$ cat config.mk
export PLATFORM = sky130hd
export DESIGN_NAME = instr_issue_queue
export DESIGN_NICKNAME = d
export VERILOG_FILES = /design/src/rtl/qtpa_pkg.sv /design/src/rtl/iq_fifo_mem.sv /design/src/rtl/instr_issue_queue.sv
export SDC_FILE = /design/constraint.sdc
export NUM_CORES = 1
export LEC_CHECK = 0
export BUFFER_PORTS_ARGS = -buffer_cell sky130_fd_sc_hd__buf_2
export CAP_MARGIN = 30
export CORE_MARGIN = 10
export CORE_UTILIZATION = 50
export CTS_CLUSTER_SIZE = 25
export DETAILED_ROUTE_END_ITERATION = 6
export MAX_ROUTING_LAYER = met4
export PLACE_DENSITY = 0.64
export SLEW_MARGIN = 15
export SYNTH_ARGS = -nofsm -noshare
export SYNTH_HDL_FRONTEND = slang
export SYNTH_SLANG_ARGS = --single-unit
$ cat constraint.sdc
create_clock -name clk -period 11.1 [get_ports clk]
set_input_delay 0.555 -clock clk [delete_from_list [all_inputs] [get_ports clk]]
set_output_delay 0.555 -clock clk [all_outputs]
set_load 0.02 [all_outputs]
$ cat src/rtl/qtpa_pkg.sv
// rtl/qtpa_pkg.sv - shared constants for the IQ0 -> scalar core instruction path
package qtpa_pkg;

  localparam int INSTR_WIDTH = 32;
  localparam logic [31:0] NOP_INSTR = 32'h0000_0000;
  localparam int IQ_DEPTH = 8;

endpackage

$ cat src/rtl/iq_fifo_mem.sv
// rtl/iq_fifo_mem.sv - issue queue storage, synchronous write, asynchronous read
module iq_fifo_mem
  import qtpa_pkg::*;
#(
  parameter int DEPTH       = IQ_DEPTH,
  parameter int INSTR_WIDTH = qtpa_pkg::INSTR_WIDTH,
  parameter int AW          = $clog2(DEPTH)
) (
  input  logic                   clk,
  input  logic                   we,
  input  logic [AW-1:0]          waddr,
  input  logic [INSTR_WIDTH-1:0] wdata,
  input  logic [AW-1:0]          raddr,
  output logic [INSTR_WIDTH-1:0] rdata
);

  // Contents are don't-care after reset, so the array carries no reset.
  logic [INSTR_WIDTH-1:0] mem [DEPTH];

  always_ff @(posedge clk) begin
    if (we) begin
      mem[waddr] <= wdata;
    end
  end

  assign rdata = mem[raddr];

endmodule

$ cat src/rtl/instr_issue_queue.sv
// rtl/instr_issue_queue.sv - fetch-fed FIFO with registered issue slot; IQ_PERF_CNT_EN adds perf counters
module instr_issue_queue
  import qtpa_pkg::*;
#(
  parameter int DEPTH       = IQ_DEPTH,
  parameter int INSTR_WIDTH = qtpa_pkg::INSTR_WIDTH
) (
  input  logic                     clk,
  input  logic                     rst,
  input  logic                     push_valid,
  output logic                     push_ready,
  input  logic [INSTR_WIDTH-1:0]   push_instr,
  input  logic                     stall,
  input  logic                     flush,
  output logic [INSTR_WIDTH-1:0]   instruction,
  output logic                     issue_valid,
  output logic [$clog2(DEPTH):0]   count,
  output logic                     full,
  output logic                     empty
`ifdef IQ_PERF_CNT_EN
  ,
  output logic [31:0]              bubble_cnt,
  output logic [31:0]              full_cnt
`endif
);

  localparam int AW = $clog2(DEPTH);
  localparam int CW = AW + 1;

  logic [AW-1:0]          wr_ptr;
  logic [AW-1:0]          rd_ptr;
  logic [INSTR_WIDTH-1:0] head_instr;
  logic                   push_fire;
  logic                   pop_fire;
  logic                   bubble;

  assign full       = (count == CW'(DEPTH));
  assign empty      = (count == '0);
  assign push_ready = !full && !flush;
  assign push_fire  = push_valid && push_ready;
  // Pop and bubble decisions use registered occupancy only: no empty bypass.
  assign pop_fire   = !stall && !flush && !empty;
  assign bubble     = !stall && !flush && empty;

  iq_fifo_mem #(
    .DEPTH       (DEPTH),
    .INSTR_WIDTH (INSTR_WIDTH),
    .AW          (AW)
  ) u_mem (
    .clk   (clk),
    .we    (push_fire),
    .waddr (wr_ptr),
    .wdata (push_instr),
    .raddr (rd_ptr),
    .rdata (head_instr)
  );

  always_ff @(posedge clk or posedge rst) begin
    if (rst) begin
      wr_ptr <= '0;
      rd_ptr <= '0;
      count  <= '0;
    end else if (flush) begin
      wr_ptr <= '0;
      rd_ptr <= '0;
      count  <= '0;
    end else begin
      if (push_fire) begin
        wr_ptr <= wr_ptr + 1'b1;
      end
      if (pop_fire) begin
        rd_ptr <= rd_ptr + 1'b1;
      end
      count <= count + CW'(push_fire) - CW'(pop_fire);
    end
  end

  always_ff @(posedge clk or posedge rst) begin
    if (rst) begin
      instruction <= INSTR_WIDTH'(NOP_INSTR);
      issue_valid <= 1'b0;
    end else if (flush || bubble) begin
      instruction <= INSTR_WIDTH'(NOP_INSTR);
      issue_valid <= 1'b0;
    end else if (pop_fire) begin
      instruction <= head_instr;
      issue_valid <= 1'b1;
    end
  end

`ifdef IQ_PERF_CNT_EN
  // Saturating counters; flush deliberately leaves them intact.
  always_ff @(posedge clk or posedge rst) begin
    if (rst) begin
      bubble_cnt <= '0;
      full_cnt   <= '0;
    end else begin
      if (bubble && (bubble_cnt != '1)) begin
        bubble_cnt <= bubble_cnt + 1'b1;
      end
      if (push_valid && full && (full_cnt != '1)) begin
        full_cnt <= full_cnt + 1'b1;
      end
    end
  end
`endif

endmodule

==> out/results.ini, run 1 <==
[outcome]
status = finished clean

[sta]
finalHoldViolCount = 0
timing.fmax_mhz = 316
fin_skew_ns = 0.00888
tightest_slew_ns = 0.981
post-route-period-util_pct = 28.5
maxSlewHeadroom_pct = 34.6
slew_violations = 0
min_period_ns = 3.16
fin_setup_tns_ns = 0
timing.final.ws_setup_ns = 7.94
rsz0062_at_grt = no
setup_viol = 0

[synth]
ys_seq_area_share_pct = 74.1
synth.distinct_cells = 36
synth_cells = 626
yosysWarningCount = 0
yosys_register_bits = 299
synth.area.mux_share_pct = 12.0
synth-xor-area-share_pct = 0.444
synth_area_mm2 = 0.0118
synth_top_family_by_area = multiplexers
synth_fa_ha_area_share_pct = 1.02
syn_area_per_cell_um2 = 18.9
synth_nets = 672
synth_compound_area_share_pct = 5.39
synthSimpleGateAreaFrac_pct = 4.26

[worst_setup_path]
reg2reg_from = count[2]
cp.required_ns = 11.52
r2r_cells = 12
cp_slowest_cell = buf_4
critPathKind = register to register
slowest_delay_ns = 0.58
critPathLaunchType = register
r2r_end = count[2]
crit_fanout = 33
cp-end-kind = register
crit_chain = inv_1, ha_1, nor3b_2, or3_2, buf_4, inv_1, ha_1, inv_1, ha_1, fa_1, xnor2_1, nor2_1
r2r_slack_ns = 7.94
cp.arrival_ns = 3.58

[clocking]
postCtsSetupBuffers = 0
cts_buffers = 30
cts_num_sinks = 299
cts_tree = done
cts_max_level = 1
cts.repair.resized = 0
cts_hold_buf = 0
root_buffer = clkbuf_16
worstSkewPairLatency_ns = 0.54
clockBufferDepth = 3
clkSlewWorstSetupHoldPaths_ns = 0.06

[placement]
place_inst = 1003
portBuffers = 76
dp_hpwl_mm = 13.4
pre_cts_ws_ns = 7.95
routabilityCongestion = 0.768

[floorplanning]
die_x_um = 174
die_h_um = 174
core-area_mm2 = 0.0234
fp-row-count = 56
io-pin-count = 77
start_util_pct = 50.6
dieArea_mm2 = 0.0302

[drt]
viasPerCell = 5.58
via_count = 5936
firstDrtPassIters = 5
antenna_left = 0
drc_errors = 0
drt_iter0_markers = 439
routedWlPerCell_um = 23.3
finalWirelength_mm = 24.8

[power_and_ir_drop]
p_leak_nw = 4.72
total_power_mw = 2.89
power.density_mw_per_mm2 = 214
ir_worst_vdd_mv = 0.116

[job]
max_cap_viol_count = 0

[cells_and_area]
final_common_cell = edfxtp_1
regArea_mm2 = 0.00877
fill_cells = 1815
fin_util_pct = 57.7
most-common-layout-cells = 256 x edfxtp_1, 76 x buf_2, 42 x dfrtp_1
drive_above_1_share_pct = 32.3
final_cells = 1063
nNetsFinal = 763
multiInputGateArea_mm2 = 0.00279
areaGrowthSynthToFinish_pct = 14.2

[global_route]
grt_pass1_wl_mm = 37.6
grt_max_degree = 44
grt_pass1_vias = 6208
overflow = 0
grtUsageTotal_pct = 16.5
antenna_found_initial = 4

[worst_hold_path]
min_path_type = input pin to async pin

==> kinds of logic (layout without fill, tap and decap cells) <==
group	Yosys count	in the layout
buf+inv	44	158
flops	299	299
compound gates	71	71
xor+xnor	6	6
fa+ha+maj	9	9
mux	94	94
other cells	0	4
simple gates	103	103
==> through the flow <==
stage,hold slack (ns),cell area (um2)
2_1_floorplan,0.577,11800
3_3_place_gp,0.470,12500
3_5_place_dp,0.463,12500
4_1_cts,0.234,13500
5_1_grt,0.260,13500
6_report,0.220,13500
==> state kept, by name, summed over array words and instances (netlist names) <==
signal,count
count,4
instruction,32
issue_valid,1
rd_ptr,3
u_mem.mem,256
wr_ptr,3
==> worst max-delay path: cells and delay by family (launching register included) <==
family | cells | cell delay [ns]
fa+ha+maj | 4 | 1.08
simple gates | 3 | 0.58
buf+inv | 4 | 0.82
xor+xnor | 1 | 0.17
flops | 1 | 0.37
==> per-layer routing <==
layer / global-route usage [%] / up-vias / share of wire, %
li1: - / 2647 / -
met1: 21.5 / 3084 / 44
met2: 26.5 / 165 / 49
met3: 2.79 / 40 / 5.6
met4: 4.45 / 0 / 1.9
met5: - / - / 0
==> cell usage after synthesis, drive strengths merged <==
| library cell | n | area share [%] |
|---|---|---|
| or2 | 1 | 0.053 |
| ha | 8 | 0.85 |
| a21oi | 3 | 0.13 |
| nor2 | 25 | 0.79 |
| buf | 25 | 2.2 |
| o41ai | 1 | 0.074 |
| dfrtp | 43 | 9.1 |
| nor2b | 24 | 1.3 |
| o22ai | 31 | 1.6 |
| fa | 1 | 0.17 |
| a21o | 1 | 0.063 |
| mux4 | 32 | 6.1 |
| xnor2 | 4 | 0.30 |
| nor3b | 2 | 0.17 |
| o21ai | 2 | 0.085 |
| mux2 | 62 | 5.9 |
| o31ai | 31 | 3.3 |
| nand3b | 2 | 0.13 |
| nand2b | 4 | 0.21 |
| a211oi | 2 | 0.13 |
| edfxtp | 256 | 65 |
| nand4b | 2 | 0.15 |
| nand2 | 36 | 1.1 |
| xor2 | 2 | 0.15 |
| or3b | 1 | 0.074 |
| nor3 | 4 | 0.17 |
| inv | 9 | 0.29 |
| nor4 | 1 | 0.053 |
| clkbuf | 10 | 0.32 |
| or3 | 1 | 0.053 |
==> worst max-delay path by stage <==
stage              from         endpoint  slack [ns]
2_1_floorplan  count[2]  u_mem.mem[0][0]        6.27
3_3_place_gp   count[2]         count[2]        8.14
3_5_place_dp   count[2]         count[2]        7.95
4_1_cts        count[2]         count[2]        7.93
5_1_grt        count[2]         count[2]        7.72
6_report       count[2]         count[2]        7.94
==> report_power, final <==
part	leakage (nW)	switching, mW	internal (mW)
registers	2.89	0.0673	1.29
clock network	0.473	0.396	0.564
logic	1.35	0.311	0.263
==> cell type report <==
type | instances | share of cell area [%]
Antenna cell | 4 | 0.0741
Clock buffer | 42 | 6.42
Clock inverter | 13 | 0.648
Inverter | 9 | 0.250
Multi-Input combinational cell | 283 | 20.6
Sequential cell | 299 | 64.9
Tap cell | 319 | 2.96
Timing Repair Buffer | 94 | 4.11
Power figures use the tool's default switching activity.
==> inputs of run 2 (changes only) <==
ABC_AREA = 1   (was not set)
PLACE_DENSITY = 0.66   (was 0.64)
clock period = 2.6 ns   (was 11.1 ns; I/O delays follow)
==> out/results.ini, run 2 <==
[global_route]
grt_pass1_wl_mm = 42.4
grtUsageTotal_pct = 17.4
grt_pass1_vias = 7935
antenna_found_initial = 0
overflow = 0
grt_max_degree = 131

[synth]
synthTopCellsByArea = edfxtp_1 63%, nand2_1 11%, dfrtp_1 8.8%
yosys_register_bits = 299
yosysMostFrequentCell = nand2_1
synth-main-ff-cell = edfxtp_1
synth_cells = 1106
synth_nets = 1152
synth_largest_area_cell = edfxtp_1
synth.distinct_cells = 24
synth_top_area_share_pct = 62.7
ys_top_cells_by_count = 370 x nand2_1, 256 x edfxtp_1, 167 x nand3_1
ys_seq_area_share_pct = 71.5
syn_area_per_cell_um2 = 11.1
synth_edf_count = 256
yosysWarningCount = 0
synth_area_mm2 = 0.0123
synth_async_sr_flop_share_pct = 14.4

[cells_and_area]
regArea_mm2 = 0.00877
regMostFlops = u_mem.mem
nNetsFinal = 1265
n_antenna_cell = 0
final_cell_area_mm2 = 0.0145
reg.largest.list = u_mem.mem: 256 flops, instruction: 32 flops, count: 4 flops
areaGrowthSynthToFinish_pct = 18.1
fill_cells = 1964
most-common-layout-cells = 370 x nand2_1, 256 x edfxtp_1, 167 x nand3_1
multiInputGateArea_mm2 = 0.00300
drive_above_1_share_pct = 14.4
largest_reg_flops = 256
final_common_cell = nand2_1

[floorplanning]
core-area_mm2 = 0.0242
die_x_um = 177
io-pin-count = 77
die_h_um = 177
start_util_pct = 50.6
fp-row-count = 57
dieArea_mm2 = 0.0312

[clocking]
postCtsSetupBuffers = 0
worstSkewPairLatency_ns = 0.54
clockBufferDepth = 3
cts_num_sinks = 299
root_buffer = clkbuf_16
clkSlewWorstSetupHoldPaths_ns = 0.06
cts_buffers = 29
cts_tree = done
cts_hold_buf = 36
cts_max_level = 1
cts.repair.resized = 0

[sta]
finalHoldViolCount = 0
timing.fmax_mhz = 446
min_period_ns = 2.24
rsz0062_at_grt = no
setup_viol = 0
tightest_slew_ns = 0.761
maxSlewHeadroom_pct = 49.3
fin_skew_ns = 0.00838
post-route-period-util_pct = 86.3
fin_hold_ws_ns = 0.114
timing.final.ws_setup_ns = 0.357
slew_violations = 0

[power_and_ir_drop]
netSwitchingPower_mw = 3.93
p_leak_nw = 6.00
intPower_mw = 8.83
power.density_mw_per_mm2 = 881
sw_frac_of_total_pct = 30.8
pwr-share-comb_pct = 23.8
total_power_mw = 12.8
seq_power_share_pct = 44.8
ir_worst_vdd_mv = 0.572
p_clk_share_pct = 31.4

[drt]
antenna_left = 0
drc_errors = 0
routedWlPerCell_um = 16.7
drt_iter0_markers = 666
finalWirelength_mm = 26.2
firstDrtPassIters = 5
via_count = 7942
viasPerCell = 5.07

[worst_setup_path]
crit_fanout = 3
critPathLaunchType = register
cp-end-kind = register
critPathKind = register to register
r2r_cells = 10
r2r_slack_ns = 0.36
crit_start = count[2]
cp.arrival_ns = 2.67
r2r_end = count[2]
endpoint = count[2]
reg2reg_from = count[2]
cp.required_ns = 3.03

[placement]
pre_cts_ws_ns = 0.347
routabilityCongestion = 0.776
dpl_cell_area_mm2 = 0.0132
portBuffers = 76
dp_hpwl_mm = 14.6

[outcome]
status = finished clean

[job]
max_cap_viol_count = 0

[worst_hold_path]
min_path_type = input pin to async pin

run 2: cells by family (layout without fill, tap and decap cells):
family | count (synthesis) | in the layout | share of synthesized area [%]
AO/OA/AOI/OAI | 5 | 5 | 0.214
XOR/XNOR | 3 | 3 | 0.214
flip-flops | 299 | 299 | 71.5
buffers and inverters | 141 | 277 | 4.71
adder cells (fa/ha/maj) | 9 | 9 | 0.980
AND/OR/NAND/NOR | 649 | 649 | 22.4
run 2: per-stage QoR:
| step | setup TNS, ns | cells | utilization [%] |
|---|---|---|---|
| after floorplan | -39.25 | 1106 | - |
| after global placement | 0 | 1476 | 54.5 |
| after detailed placement | 0 | 1476 | 54.5 |
| after CTS | 0 | 1566 | 59.7 |
| after global routing | 0 | 1566 | 59.7 |
| final | 0 | 1566 | 59.7 |
run 2: critical path, stage by stage, from the launching register on:
cell,delay (ns)
dfrtp_1,0.37
inv_1,0.10
ha_1,0.14
nor3b_2,0.30
nor2_4,0.06
ha_1,0.27
inv_1,0.04
ha_1,0.20
fa_1,0.43
xnor2_1,0.16
nor2_1,0.05
run 2: power by group through the flow:
stage / Clock (mW) / Sequential [mW] / Combinational (mW)
floorplan: 0 / 5.95 / 1.97
global route: 4.29 / 5.75 / 3.44
finish: 4.01 / 5.71 / 3.04
global placement: 0 / 5.80 / 2.97
detailed placement: 0 / 5.81 / 3.02
CTS: 4.10 / 5.71 / 3.08
run 2: routing by layer:
metal	vias up	global-route usage, %	part of all wire [%]
met5	-	-	0
met2	226	28.4	49
met3	26	2.43	5.8
met4	0	4.03	1.1
met1	3791	22.7	45
li1	3899	-	-
run 2: layout make-up:
cell class / count / share of cell area, %
clock buffer: 35 / 5.30
clock inverter: 19 / 1.04
inverter: 86 / 2.24
multi-input combinational: 666 / 20.7
sequential: 299 / 60.5
tap: 324 / 2.80
timing repair buffer: 137 / 7.36
run 2: worst min path at each step:
stage | endpoint | slack [ns] | depth (start not counted)
2_1_floorplan | count[0] | 0.20 | 1
3_3_place_gp | instruction[6] | 0.13 | 2
3_5_place_dp | instruction[6] | 0.14 | 2
4_1_cts | instruction[6] | 0.1 | 3
5_1_grt | instruction[6] | 0.15 | 3
6_report | instruction[6] | 0.11 | 3
==> inputs of run 3 (changes only) <==
ABC_AREA = not set   (was 1)
==> out/results.ini, run 3 (synthesis results as in run 1) <==
[placement]
routabilityCongestion = 0.757
portBuffers = 76
pre_cts_ws_ns = 0.164
dp_hpwl_mm = 14.7

[power_and_ir_drop]
pwr-share-comb_pct = 20.8
total_power_mw = 12.8
netSwitchingPower_mw = 3.42
power.density_mw_per_mm2 = 907
p_leak_nw = 4.98
seq_power_share_pct = 44.9
sw_frac_of_total_pct = 26.7
intPower_mw = 9.39
p_clk_share_pct = 34.3
ir_worst_vdd_mv = 0.542

[sta]
post-route-period-util_pct = 93.0
fin_skew_ns = 0.0180
setup_viol = 0
timing.fmax_mhz = 413
min_period_ns = 2.42
timing.final.ws_setup_ns = 0.181
tightest_slew_ns = 0.747
slew_violations = 0
maxSlewHeadroom_pct = 50.1
fin_setup_tns_ns = 0
finalHoldViolCount = 0
rsz0062_at_grt = no

[cells_and_area]
largest_reg_flops = 256
n_antenna_cell = 0
fill_cells = 1726
drive_above_1_share_pct = 32.9
nNetsFinal = 813
final_common_cell = edfxtp_1
regMostFlops = u_mem.mem
areaGrowthSynthToFinish_pct = 19.5
reg.largest.list = u_mem.mem: 256 flops, instruction: 32 flops, count: 4 flops
most-common-layout-cells = 256 x edfxtp_1, 76 x buf_2, 40 x dfrtp_1
fin_util_pct = 60.4

[worst_setup_path]
crit_start = count[2]
critPathLaunchType = register
cp_slowest_cell = fa_1
crit_buf_inv = 2
reg2reg_from = count[2]
r2r_end = count[1]
crit_chain = inv_2, ha_2, or3b_1, nand3b_1, ha_1, inv_1, ha_1, fa_1, nor2b_1
cp-end-kind = register
r2r_slack_ns = 0.18
crit_family = adder cells
endpoint = count[1]
slowest_delay_ns = 0.43
cp.required_ns = 3.04
crit_fanout = 3
critPathKind = register to register
cp.arrival_ns = 2.86
r2r_cells = 9
cpMostUsedCell = ha_1
worstSetupPathDepth = 9

[global_route]
overflow = 0
grt_max_degree = 40
grt_pass1_vias = 6624
grtUsageTotal_pct = 17.2
grt_pass1_wl_mm = 39.5
antenna_found_initial = 0

[outcome]
status = finished clean

[floorplanning]
io-pin-count = 77
die_x_um = 174
dieArea_mm2 = 0.0302
core-area_mm2 = 0.0234
die_h_um = 174
fp-row-count = 56
start_util_pct = 50.6

[clocking]
cts_num_sinks = 299
cts_max_level = 1
cts_hold_buf = 36
clkSlewWorstSetupHoldPaths_ns = 0.06
worstSkewPairLatency_ns = 0.56
root_buffer = clkbuf_16
clockBufferDepth = 3
postCtsSetupBuffers = 0
cts.repair.resized = 0
cts_buffers = 30
cts_tree = done

[drt]
firstDrtPassIters = 4
finalWirelength_mm = 25.3
via_count = 6134
antenna_left = 0
viasPerCell = 5.53
routedWlPerCell_um = 22.8
drt_iter0_markers = 497
drc_errors = 0

[job]
max_cap_viol_count = 0

[worst_hold_path]
min_path_type = input pin to async pin

-- run 3: cell types whose count changed in the layout (fill, tap and decap cells not counted), moves of 7 or more --
cell,previous run,this run
buf_4,14,24
clkinv_1,7,0
inv_1,83,7
mux2_1,0,38
mux2_2,0,24
mux4_2,0,32
nand2_1,370,36
nand3_1,167,0
nor2_1,69,22
nor2b_1,0,23
o22ai_1,1,31
o31ai_2,0,31
or2_0,12,0
or2_2,19,0
-- run 3: layout make-up --
| type | instances | area, um2 | share of cell area [%] |
|---|---|---|---|
| Clock buffer | 42 | 836 | 5.91 |
| Clock inverter | 14 | 189 | 1.34 |
| Inverter | 9 | 33.8 | 0.239 |
| Multi-Input combinational cell | 283 | 2820 | 20.0 |
| Sequential cell | 299 | 8770 | 62.1 |
| Tap cell | 319 | 399 | 2.82 |
| Timing Repair Buffer | 144 | 1080 | 7.65 |
-- run 3: worst min-delay path by stage --
stage | from | to | slack, ns | depth (start not counted)
floorplan | flush | count[0] | 0.20 | 1
global placement | rst | instruction[0] | 0.27 | 2
detailed placement | rst | instruction[0] | 0.30 | 2
CTS | rst | instruction[0] | 0.26 | 3
global route | rst | instruction[1] | 0.31 | 3
finish | rst | instruction[1] | 0.25 | 3
-- run 3: power by group through the flow --
stage / logic [mW] / registers, mW / clock network (mW)
5_1_grt: 2.91 / 5.78 / 4.66
4_1_cts: 2.72 / 5.75 / 4.46
2_1_floorplan: 1.94 / 5.93 / 0
6_report: 2.66 / 5.75 / 4.40
3_5_place_dp: 2.66 / 5.85 / 0
3_3_place_gp: 2.57 / 5.83 / 0
-- run 3: metal layers --
metal  up-vias  wire length [um]  GRT usage [%]
met5         -                 0              -
met4         0               485           4.67
met3        35              1200           2.88
met2       149             12900           28.6
met1      3216             10800           21.6
li1       2734                 -              -
-- run 3: worst reg2reg max path: stages, from the launching register on --
cell and delay (ns):
dfrtp_2 0.40, inv_2 0.07, ha_2 0.16, or3b_1 0.37, nand3b_1 0.22, ha_1 0.27, inv_1 0.06, ha_1 0.20
fa_1 0.43, nor2b_1 0.14
-- run 3: metrics by stage --
stage | cells | instance area, um2 | hold WS [ns]
6_report | 1110 | 14100 | 0.253
5_1_grt | 1110 | 14100 | 0.309
4_1_cts | 1110 | 14100 | 0.259
3_5_place_dp | 1018 | 12700 | 0.299
3_3_place_gp | 1018 | 12700 | 0.274
2_1_floorplan | 626 | 11900 | 0.196
